<file path="config.mk">
export PLATFORM = sky130hd
export DESIGN_NAME = stack_ctrl
export DESIGN_NICKNAME = d
export VERILOG_FILES = /design/src/rtl/stack_ctrl.sv
export SDC_FILE = /design/constraint.sdc
export NUM_CORES = 1
export LEC_CHECK = 0
export ABC_AREA = 1
export ABC_CLOCK_PERIOD_IN_PS = 3100
export BUFFER_PORTS_ARGS = -buffer_cell sky130_fd_sc_hd__buf_2
export CORE_MARGIN = 1
export CORE_UTILIZATION = 55
export DETAILED_ROUTE_END_ITERATION = 12
export PLACE_DENSITY_LB_ADDON = 0.05
export SKIP_CTS_REPAIR_TIMING = 1
export SLEW_MARGIN = 25
export SYNTH_ARGS = -nofsm -noshare
export SYNTH_HDL_FRONTEND = slang
export SYNTH_SLANG_ARGS = --single-unit
</file>
<file path="constraint.sdc">
create_clock -name clk -period 3.1 [get_ports clk]
set_input_delay 0.465 -clock clk [delete_from_list [all_inputs] [get_ports clk]]
set_output_delay 0.465 -clock clk [all_outputs]
set_load 0.05 [all_outputs]
</file>
<file path="src/rtl/stack_ctrl.sv">
// ============================================================================
//  Module      : stack_ctrl
//  Description : Sequencer that runs an 8x16 two-read/one-write register file
//                as a LIFO stack. Accepts PUSH/POP/DUP/SWAP commands over a
//                valid/ready handshake and returns one response per command.
//                Optional feature macro: STACK_HWM_EN (adds hwm_clr input and
//                hwm output tracking the high-water mark of the stack pointer).
//  Revision    : 1.0 - initial release
// ============================================================================
`default_nettype none

module stack_ctrl #(
    parameter int DW    = 16,
    parameter int AW    = 3,
    parameter int DEPTH = 1 << AW
) (
    input  logic          clk,
    input  logic          reset,
`ifdef STACK_HWM_EN
    input  logic          hwm_clr,
    output logic [AW:0]   hwm,
`endif
    input  logic          cmd_valid,
    output logic          cmd_ready,
    input  logic [1:0]    cmd_op,
    input  logic [DW-1:0] cmd_data,
    output logic          rsp_valid,
    output logic [DW-1:0] rsp_data,
    output logic          rsp_err,
    output logic [AW:0]   count,
    output logic          empty,
    output logic          full,
    output logic          rf_wr,
    output logic [AW-1:0] rf_wr_addr,
    output logic [AW-1:0] rf_rd_a,
    output logic [AW-1:0] rf_rd_b,
    output logic [DW-1:0] rf_d_in,
    input  logic [DW-1:0] rf_q_a,
    input  logic [DW-1:0] rf_q_b
);

    localparam logic [1:0] OP_PUSH = 2'b00;
    localparam logic [1:0] OP_POP  = 2'b01;
    localparam logic [1:0] OP_DUP  = 2'b10;
    localparam logic [1:0] OP_SWAP = 2'b11;

    localparam logic [1:0] S_IDLE  = 2'd0;
    localparam logic [1:0] S_EXEC  = 2'd1;
    localparam logic [1:0] S_SWAP2 = 2'd2;
    localparam logic [1:0] S_RESP  = 2'd3;

    localparam logic [AW:0] DEPTH_SP = (AW+1)'(DEPTH);
    localparam logic [AW:0] ONE_SP   = (AW+1)'(1);
    localparam logic [AW:0] TWO_SP   = (AW+1)'(2);

    logic [1:0]    state;
    logic [1:0]    state_next;
    logic [AW:0]   sp;
    logic [AW:0]   sp_next;
    logic [1:0]    op_q;
    logic [DW-1:0] data_q;
    logic          op_err;
    logic          accept_err;
    logic [DW-1:0] tmp;
    logic [AW-1:0] sp_addr;
    logic [AW-1:0] top_addr;
    logic [AW-1:0] sec_addr;

    // Register file addresses wrap modulo DEPTH; sp itself never wraps.
    assign sp_addr  = sp[AW-1:0];
    assign top_addr = sp_addr - AW'(1);
    assign sec_addr = sp_addr - AW'(2);

    assign cmd_ready = (state == S_IDLE);
    assign rsp_valid = (state == S_RESP);
    assign count     = sp;
    assign empty     = (sp == '0);
    assign full      = (sp == DEPTH_SP);

    // Legality of the offered command, judged against the current occupancy.
    always_comb begin
        accept_err = 1'b0;
        case (cmd_op)
            OP_PUSH: accept_err = (sp >= DEPTH_SP);
            OP_POP:  accept_err = (sp == '0);
            OP_DUP:  accept_err = (sp == '0) || (sp >= DEPTH_SP);
            OP_SWAP: accept_err = (sp < TWO_SP);
            default: accept_err = 1'b1;
        endcase
    end

    // Next-state, next-sp and register-file port drive; rf ports idle outside EXEC/SWAP2.
    always_comb begin
        state_next = state;
        sp_next    = sp;
        rf_wr      = 1'b0;
        rf_wr_addr = '0;
        rf_rd_a    = '0;
        rf_rd_b    = '0;
        rf_d_in    = '0;
        case (state)
            S_IDLE: begin
                if (cmd_valid) begin
                    state_next = S_EXEC;
                end
            end
            S_EXEC: begin
                state_next = S_RESP;
                if (!op_err) begin
                    case (op_q)
                        OP_PUSH: begin
                            rf_wr      = 1'b1;
                            rf_wr_addr = sp_addr;
                            rf_d_in    = data_q;
                            sp_next    = sp + ONE_SP;
                        end
                        OP_POP: begin
                            rf_rd_a = top_addr;
                            sp_next = sp - ONE_SP;
                        end
                        OP_DUP: begin
                            rf_rd_a    = top_addr;
                            rf_wr      = 1'b1;
                            rf_wr_addr = sp_addr;
                            rf_d_in    = rf_q_a;
                            sp_next    = sp + ONE_SP;
                        end
                        OP_SWAP: begin
                            // Second-from-top moves up now; old top is parked in tmp.
                            rf_rd_a    = top_addr;
                            rf_rd_b    = sec_addr;
                            rf_wr      = 1'b1;
                            rf_wr_addr = top_addr;
                            rf_d_in    = rf_q_b;
                            state_next = S_SWAP2;
                        end
                        default: ;
                    endcase
                end
            end
            S_SWAP2: begin
                rf_wr      = 1'b1;
                rf_wr_addr = sec_addr;
                rf_d_in    = tmp;
                state_next = S_RESP;
            end
            S_RESP: begin
                state_next = S_IDLE;
            end
            default: begin
                state_next = S_IDLE;
            end
        endcase
    end

    // State and stack pointer registers.
    always_ff @(posedge clk or negedge reset) begin
        if (!reset) begin
            state <= S_IDLE;
            sp    <= '0;
        end else begin
            state <= state_next;
            sp    <= sp_next;
        end
    end

    // Latch the accepted command together with its legality verdict.
    always_ff @(posedge clk or negedge reset) begin
        if (!reset) begin
            op_q   <= OP_PUSH;
            data_q <= '0;
            op_err <= 1'b0;
        end else if (state == S_IDLE && cmd_valid) begin
            op_q   <= cmd_op;
            data_q <= cmd_data;
            op_err <= accept_err;
        end
    end

    // Capture the read value during EXEC: response payload and the SWAP scratch copy.
    always_ff @(posedge clk or negedge reset) begin
        if (!reset) begin
            tmp      <= '0;
            rsp_data <= '0;
            rsp_err  <= 1'b0;
        end else if (state == S_EXEC) begin
            tmp     <= rf_q_a;
            rsp_err <= op_err;
            if (!op_err && (op_q == OP_POP || op_q == OP_DUP)) begin
                rsp_data <= rf_q_a;
            end else begin
                rsp_data <= '0;
            end
        end
    end

`ifdef STACK_HWM_EN
    // High-water mark of sp; a clear pulse reloads it with the present occupancy.
    always_ff @(posedge clk or negedge reset) begin
        if (!reset) begin
            hwm <= '0;
        end else if (hwm_clr) begin
            hwm <= sp;
        end else if (sp_next > hwm) begin
            hwm <= sp_next;
        end
    end
`endif

endmodule

`default_nettype wire

</file>
==> results of run 1 <==
cells in the final DEF, fill, tap and decap left out, drive strengths merged, types with 2 or more instances in the layout:
cell    netlist  routed
clkinv        1       3
nand3        18      18
clkbuf        8      11
o21ai        25      25
nor2         24      24
ha           16      16
inv          24      24
xor2          2       2
nor3          3       3
bufinv        0       2
a21oi        23      23
dfrtp        58      58
buf          11     109
nand2       222     222
metrics by stage:
| stage | util | hold slack (ps) | total power, uW | setup WS (ps) | cells |
|---|---|---|---|---|---|
| floorplan | - | 169 | 3710 | 461 | 438 |
| global placement | 0.680 | 454 | 4370 | 676 | 600 |
| detailed placement | 0.680 | 459 | 4440 | 590 | 600 |
| CTS | 0.719 | 136 | 5230 | 193 | 616 |
| global route | 0.719 | 160 | 5600 | 22.7 | 616 |
| finish | 0.719 | 115 | 5240 | 194 | 616 |
cells in the mapped netlist:
library cell / instances / area, um2
ha_1: 16 / 200
o21ai_0: 25 / 125
buf_2: 8 / 40.0
nand3_1: 18 / 90.1
dfrtp_1: 58 / 1450
xor2_1: 2 / 17.5
nand2_1: 213 / 800
xnor2_1: 1 / 8.76
nor2_1: 21 / 78.8
nor2_8: 2 / 40.0
buf_12: 1 / 20.0
nor3_1: 3 / 15.0
a21oi_2: 9 / 78.8
buf_6: 1 / 11.3
inv_1: 22 / 82.6
clkbuf_1: 8 / 30.0
buf_1: 1 / 3.75
inv_4: 2 / 12.5
or2_2: 1 / 6.26
nand2_2: 9 / 56.3
fa_1: 1 / 20.0
clkinv_1: 1 / 3.75
nor2_2: 1 / 6.26
a21oi_1: 14 / 70.1
final cells by class:
type / instances / area (um2)
Inverter: 25 / 98.8
Fill cell: 491 / 1580
Clock inverter: 5 / 77.6
Clock buffer: 11 / 141
Multi-Input combinational cell: 336 / 1610
Sequential cell: 58 / 1450
Timing Repair Buffer: 109 / 561
Tap cell: 72 / 90.1
where the power goes:
group | switching (uW) | internal (uW)
registers | 288 | 1130
logic | 2270 | 771
clock network | 302 | 472
state kept, by name, summed over array words and instances (netlist names):
name,cells
count,4
data_q,16
op_err,1
op_q,2
rsp_data,16
rsp_err,1
state,2
tmp,16
logic make-up (layout without fill, tap and decap cells):
| family | after synthesis | in the layout |
|---|---|---|
| buffers and inverters | 44 | 150 |
| DFF | 58 | 58 |
| AOI/OAI and AO/OA | 48 | 48 |
| and+or+nand+nor | 268 | 268 |
| xor gates and xnor gates | 3 | 3 |
| adders and majority gates | 17 | 17 |
worst paths after layout:
path,slack [ps],start,to,cells after the start
worst max register to register,1250,op_q[0],rsp_data[3],4
worst max-delay path,190,op_q[0],rf_d_in[6],7
min in group clk,320,cmd_data[0],data_q[0],3
max in group asynchronous,2130,reset,data_q[12],2
worst min register to register,470,tmp[3],tmp[3],2
worst min-delay path,120,reset,state[0],1
critical path: stages, from the launching register on:
cell	delay, ps
dfrtp_1	470
inv_1	260
ha_1	590
nand2_1	140
nand3_1	120
nand2_1	50
a21oi_1	170
buf_2	290
layer usage:
layer  share of wire  up-vias  GRT usage
li1                -     1567          -
met1            0.46     1485      0.442
met2            0.44      161      0.459
met3           0.084        9     0.0425
met4           0.012        0     0.0964
met5               0        -          0
==> results.sh, run 1 <==
export IMPL_finalInstanceArea_mm2=0.00403
export IMPL_antenna_cells=0
export IMPL_die_h_um=79.1
export IMPL_clockRootBuffer="clkbuf_8"
export IMPL_cts_inserted_buffers=9
export IMPL_max_freq_mhz=344
export IMPL_synth_fa_ha_area_frac=0.0674
export IMPL_setup_violations_final=0
export IMPL_drive_above_1_share=0.272
export IMPL_ir_drop_uv=867
export IMPL_via_per_inst=5.23
export IMPL_muxShareOfSynthArea=0
export IMPL_critPathRequiredTime_ps=2630
export IMPL_post_route_period_util=0.937
export IMPL_die_x_um=79.1
export IMPL_grt_use_total=0.301
export IMPL_postRouteAntennaNets=0
export IMPL_startpoint_type="flop"
export IMPL_rows=27
export IMPL_power_density_mw_per_mm2=1300
export IMPL_syn_area_mm2=0.00327
export IMPL_clock_sinks=58
export IMPL_pin_count=104
export IMPL_antenna_found_initial=0
export IMPL_final_net_count=609
export IMPL_synth_xor_area_share=0.00804
export IMPL_hold_class="in -> async"
export IMPL_seq_area_frac_synth=0.444
export IMPL_clockBufferDepth=2
export IMPL_grt_max_degree=36
export IMPL_clock_skew_ps=8.05
export IMPL_wl_per_cell_um=14.1
export IMPL_firstDrtPassIters=5
export IMPL_critPathKind="reg -> out"
export IMPL_worstSkewPairLatency_ps=340
export IMPL_initial_core_util=0.583
export IMPL_endpoint_kind="output pin"
export IMPL_arrival_ps=2440
export IMPL_place_congestion=0.861
export IMPL_grt_pass1_wl_um=14300
export IMPL_avgSynthCellArea_um2=7.46
export IMPL_leakage_uw=0.00225
export IMPL_hpwl_um=6150
export IMPL_clk_pin_slew_ps=60
export IMPL_slew_headroom=0.506
export IMPL_core_area_mm2=0.00561
export IMPL_synth_top_family_by_area="simple AND/OR/NAND/NOR gates"
export IMPL_htree_levels=3
export IMPL_fin_tns_setup_ps=0
export IMPL_ys_types=24
export IMPL_grt_pass1_vias=2964
export IMPL_cts_tree="built"
export IMPL_vias=3222
export IMPL_rsz0062_at_grt="no"
export IMPL_ys_ff_latch=58
export IMPL_synthCells=438
export IMPL_syn_nets=508
export IMPL_cap_violations=0
export IMPL_overflow=0
export IMPL_min_period_ps=2910
export IMPL_drv_slew=0
export IMPL_yosys_area_share_simple=0.334
export IMPL_syn_to_final_growth_pct=23.4
export IMPL_post_dp_cell_area_mm2=0.00381
export IMPL_status="completed"
export IMPL_drt_iter0_markers=195
export IMPL_crit_fanout=17
export IMPL_drt_wl_total_um=8660
export IMPL_yosysWarningCount=0
export IMPL_worst_pin_slew_ps=742
export IMPL_synth_compound_area_frac=0.0838
export IMPL_numPortBuffers=103
export IMPL_fp_dieArea_mm2=0.00625
export IMPL_drcViolationCount=0
export IMPL_hold_violations=0
No activity file was read; power rests on OpenSTA's default activity.
==> run 2, diff against run 1 <==
- CORE_UTILIZATION: 55 -> 33
- MAX_ROUTING_LAYER: unset -> met4
- SLEW_MARGIN: 25 -> 20
==> results.sh, run 2 (same netlist as run 1, synthesis figures left out) <==
export IMPL_worst_pin_slew_ps=661
export IMPL_vias=3063
export IMPL_pin_count=104
export IMPL_die_h_um=102
export IMPL_via_per_inst=4.54
export IMPL_critPathRequiredTime_ps=2630
export IMPL_reg2reg_depth=4
export IMPL_r2r_slack_ps=1300
export IMPL_numPortBuffers=103
export IMPL_hpwl_um=6990
export IMPL_hold_violations=0
export IMPL_syn_to_final_growth_pct=24.6
export IMPL_status="completed"
export IMPL_cts_tree="built"
export IMPL_cpMostUsedCell="nand2_1"
export IMPL_fp_dieArea_mm2=0.0103
export IMPL_min_period_ps=2910
export IMPL_drt_iter0_markers=150
export IMPL_crit_fanout=17
export IMPL_max_freq_mhz=344
export IMPL_clock_skew_ps=9.65
export IMPL_endpoint_kind="output pin"
export IMPL_slew_headroom=0.559
export IMPL_setup_violations_final=0
export IMPL_grt_max_degree=36
export IMPL_post_route_period_util=0.939
export IMPL_drv_slew=0
export IMPL_core_area_mm2=0.00942
export IMPL_clock_sinks=58
export IMPL_hold_class="in -> async"
export IMPL_postRouteAntennaNets=0
export IMPL_place_congestion=0.748
export IMPL_final_cell_mix="213 x nand2_1, 103 x buf_2, 58 x dfrtp_1"
export IMPL_leakage_uw=0.00224
export IMPL_power_density_mw_per_mm2=1260
export IMPL_rows=35
export IMPL_startpoint_type="flop"
export IMPL_worstSkewPairLatency_ps=340
export IMPL_final_cells=675
export IMPL_clockBufferDepth=2
export IMPL_overflow=0
export IMPL_arrival_ps=2450
export IMPL_cts_inserted_buffers=9
export IMPL_placed_cells=659
export IMPL_die_x_um=102
export IMPL_cap_violations=0
export IMPL_final_net_count=611
export IMPL_firstDrtPassIters=5
export IMPL_grt_pass1_vias=2931
export IMPL_critical_path_top_delay_family="adder cells"
export IMPL_timing_rr_end="rsp_data[12]"
export IMPL_r2r_start="op_q[0]"
export IMPL_htree_levels=3
export IMPL_rsz0062_at_grt="no"
export IMPL_initial_core_util=0.347
export IMPL_drcViolationCount=0
export IMPL_crit_chain="inv_1, ha_1, nand2_1, nand3_1, nand2_1, a21oi_1, buf_2"
export IMPL_ir_drop_uv=551
export IMPL_largestRegisters="data_q x16, rsp_data x16, tmp x16"
export IMPL_drive_above_1_share=0.275
export IMPL_wl_per_cell_um=14.5
export IMPL_crit_buf_inv=2
export IMPL_layout_commonest_cell="nand2_1"
export IMPL_fin_tns_setup_ps=0
export IMPL_grt_pass1_wl_um=15400
export IMPL_antenna_cells=0
export IMPL_worst_path_largest_cell_delay_ps=630
export IMPL_drt_wl_total_um=9790
export IMPL_clockRootBuffer="clkbuf_8"
export IMPL_clk_pin_slew_ps=70
export IMPL_antenna_found_initial=0
export IMPL_grt_use_total=0.208
export IMPL_slowest_stage="ha_1"
export IMPL_critPathKind="reg -> out"
export IMPL_crit_start="op_q[0]"
## run 2: cell types whose count changed in the layout (fill, tap and decap cells not counted)
cell and change:
buf_4 +2, bufinv_16 -2, clkinvlp_4 +1, clkinv_2 +1
## run 2: worst register-to-register path, stage by stage, from the launching register on
cell and delay (ps):
dfrtp_1 490, inv_1 200, ha_1 330, nand2_1 460, o21ai_0 170
## run 2: worst max-delay path by stage
stage / end / cells past startpoint
floorplan: rf_wr_addr[1] / 5
global placement: rf_d_in[0] / 7
detailed placement: rf_d_in[13] / 7
CTS: rf_d_in[1] / 8
global route: rf_d_in[1] / 7
finish: rf_d_in[13] / 7
## run 2: per-layer routing
| layer | up-vias | routed length (um) | global-route usage |
|---|---|---|---|
| met5 | - | 0 | - |
| met4 | 0 | 118 | 0.0780 |
| met3 | 7 | 414 | 0.0317 |
| met2 | 77 | 4240 | 0.278 |
| met1 | 1412 | 5020 | 0.311 |
| li1 | 1567 | - | - |
## run 2: layout make-up
class,count,area [um2]
clock buffer,11,141
clock inverter,5,30.0
fill,1023,5340
inverter,25,98.8
multi-input combinational,336,1610
sequential,58,1450
tap,129,161
timing repair buffer,111,576
## run 2: stage by stage
stage / utilization / instance area [um2] / worst slack (ps) / total power [uW] / hold slack (ps)
final: 0.432 / 4070 / 189 / 5120 / 140
after global routing: 0.432 / 4070 / 27.2 / 5550 / 173
after CTS: 0.432 / 4070 / 182 / 5170 / 157
after detailed placement: 0.414 / 3900 / 554 / 4540 / 459
after global placement: 0.414 / 3900 / 560 / 4540 / 456
after floorplan: - / 3270 / 461 / 3710 / 169
## run 2: report_power, final
part / switching (uW) / internal (uW) / total, uW
Sequential: 313 / 1130 / 1440
Clock: 310 / 308 / 618
Combinational: 2270 / 782 / 3060
Total: 2900 / 2220 / 5120
==> run 3, diff against run 2 <==
- CELL_PAD_IN_SITES_DETAIL_PLACEMENT: unset -> 1
- CELL_PAD_IN_SITES_GLOBAL_PLACEMENT: unset -> 1
==> results.sh, run 3 (same netlist as run 1, synthesis figures left out) <==
export IMPL_drt_wl_total_um=10500
export IMPL_syn_to_final_growth_pct=26.5
export IMPL_reg2reg_depth=4
export IMPL_arrival_ps=2410
export IMPL_clockRootBuffer="clkbuf_8"
export IMPL_overflow=0
export IMPL_fillers=1244
export IMPL_max_freq_mhz=348
export IMPL_critPathKind="reg -> out"
export IMPL_worstSkewPairLatency_ps=340
export IMPL_regArea_mm2=0.00145
export IMPL_finalInstanceArea_mm2=0.00413
export IMPL_die_x_um=102
export IMPL_cts_tree="built"
export IMPL_drive_above_1_share=0.277
export IMPL_initial_core_util=0.347
export IMPL_htree_levels=3
export IMPL_post_route_period_util=0.926
export IMPL_crit_fanout=11
export IMPL_clock_sinks=58
export IMPL_clockBufferDepth=2
export IMPL_layout_commonest_cell="nand2_1"
export IMPL_multi_input_area_mm2=0.00161
export IMPL_grt_max_degree=34
export IMPL_cap_violations=0
export IMPL_ir_drop_uv=407
export IMPL_antenna_found_initial=0
export IMPL_rows=35
export IMPL_leakage_uw=0.00227
export IMPL_firstDrtPassIters=4
export IMPL_largestRegisters="data_q x16, rsp_data x16, tmp x16"
export IMPL_worst_pin_slew_ps=640
export IMPL_postRouteAntennaNets=0
export IMPL_die_h_um=102
export IMPL_final_net_count=613
export IMPL_core_area_mm2=0.00942
export IMPL_rsz0062_at_grt="no"
export IMPL_power_density_mw_per_mm2=1290
export IMPL_via_per_inst=4.71
export IMPL_final_cell_mix="213 x nand2_1, 103 x buf_2, 58 x dfrtp_1"
export IMPL_min_period_ps=2870
export IMPL_startpoint_type="flop"
export IMPL_endpoint_kind="output pin"
export IMPL_numPortBuffers=103
export IMPL_clk_pin_slew_ps=70
export IMPL_critPathRequiredTime_ps=2630
export IMPL_drcViolationCount=0
export IMPL_drv_slew=0
export IMPL_pin_count=104
export IMPL_place_congestion=0.788
export IMPL_setup_violations_final=0
export IMPL_grt_pass1_vias=3310
export IMPL_drt_iter0_markers=139
export IMPL_holdWs_ps=128
export IMPL_grt_use_total=0.229
export IMPL_fp_dieArea_mm2=0.0103
export IMPL_cts_inserted_buffers=9
export IMPL_hold_violations=0
export IMPL_status="completed"
export IMPL_antenna_cells=0
export IMPL_fin_tns_setup_ps=0
export IMPL_grt_pass1_wl_um=17300
export IMPL_hpwl_um=7760
export IMPL_wl_per_cell_um=15.5
export IMPL_clock_skew_ps=8.47
export IMPL_vias=3192
export IMPL_hold_class="in -> async"
export IMPL_slew_headroom=0.572
export IMPL_post_dp_cell_area_mm2=0.00392
run 3: power by group:
part,internal (uW),switching (uW)
clock,472,329
sequential,1130,304
combinational,789,2310
run 3: cell type report:
| class | instances | area share |
|---|---|---|
| timing repair buffer | 113 | 0.143 |
| multi-input combinational | 336 | 0.390 |
| tap | 129 | 0.0390 |
| clock buffer | 11 | 0.0342 |
| sequential | 58 | 0.351 |
| clock inverter | 5 | 0.0188 |
| inverter | 25 | 0.0239 |
run 3: critical path, cell delays in order (launching register included):
cell,delay [ps]
dfrtp_1,480
inv_1,250
ha_1,490
buf_4,250
nand2_1,60
nand3_1,70
nand2_1,50
a21oi_1,140
buf_2,280
run 3: worst paths after layout:
check                             from            to  slack (ps)
max                            op_q[0]    rf_d_in[6]         230
min                              reset      state[1]         130
max reg2reg                    op_q[0]  rsp_data[14]        1230
min reg2reg                    tmp[12]       tmp[12]         480
max in group asynchronous        reset       tmp[13]        2250
min in group clk           cmd_data[9]     data_q[9]         310
run 3: layer usage:
metal / vias up / global-route usage / share of wire
met5: - / - / 0
met4: 0 / 0.0803 / 0.016
met3: 13 / 0.0331 / 0.043
met2: 82 / 0.335 / 0.43
met1: 1527 / 0.323 / 0.51
li1: 1570 / - / -
run 3: per-stage QoR:
| step | instances | power, uW | utilization | setup slack (ps) |
|---|---|---|---|---|
| floorplan | 438 | 3710 | - | 461 |
| global placement | 661 | 4530 | 0.416 | 671 |
| detailed placement | 661 | 4580 | 0.416 | 595 |
| CTS | 677 | 5400 | 0.439 | 199 |
| global route | 677 | 5780 | 0.439 | 33.2 |
| finish | 677 | 5340 | 0.439 | 229 |
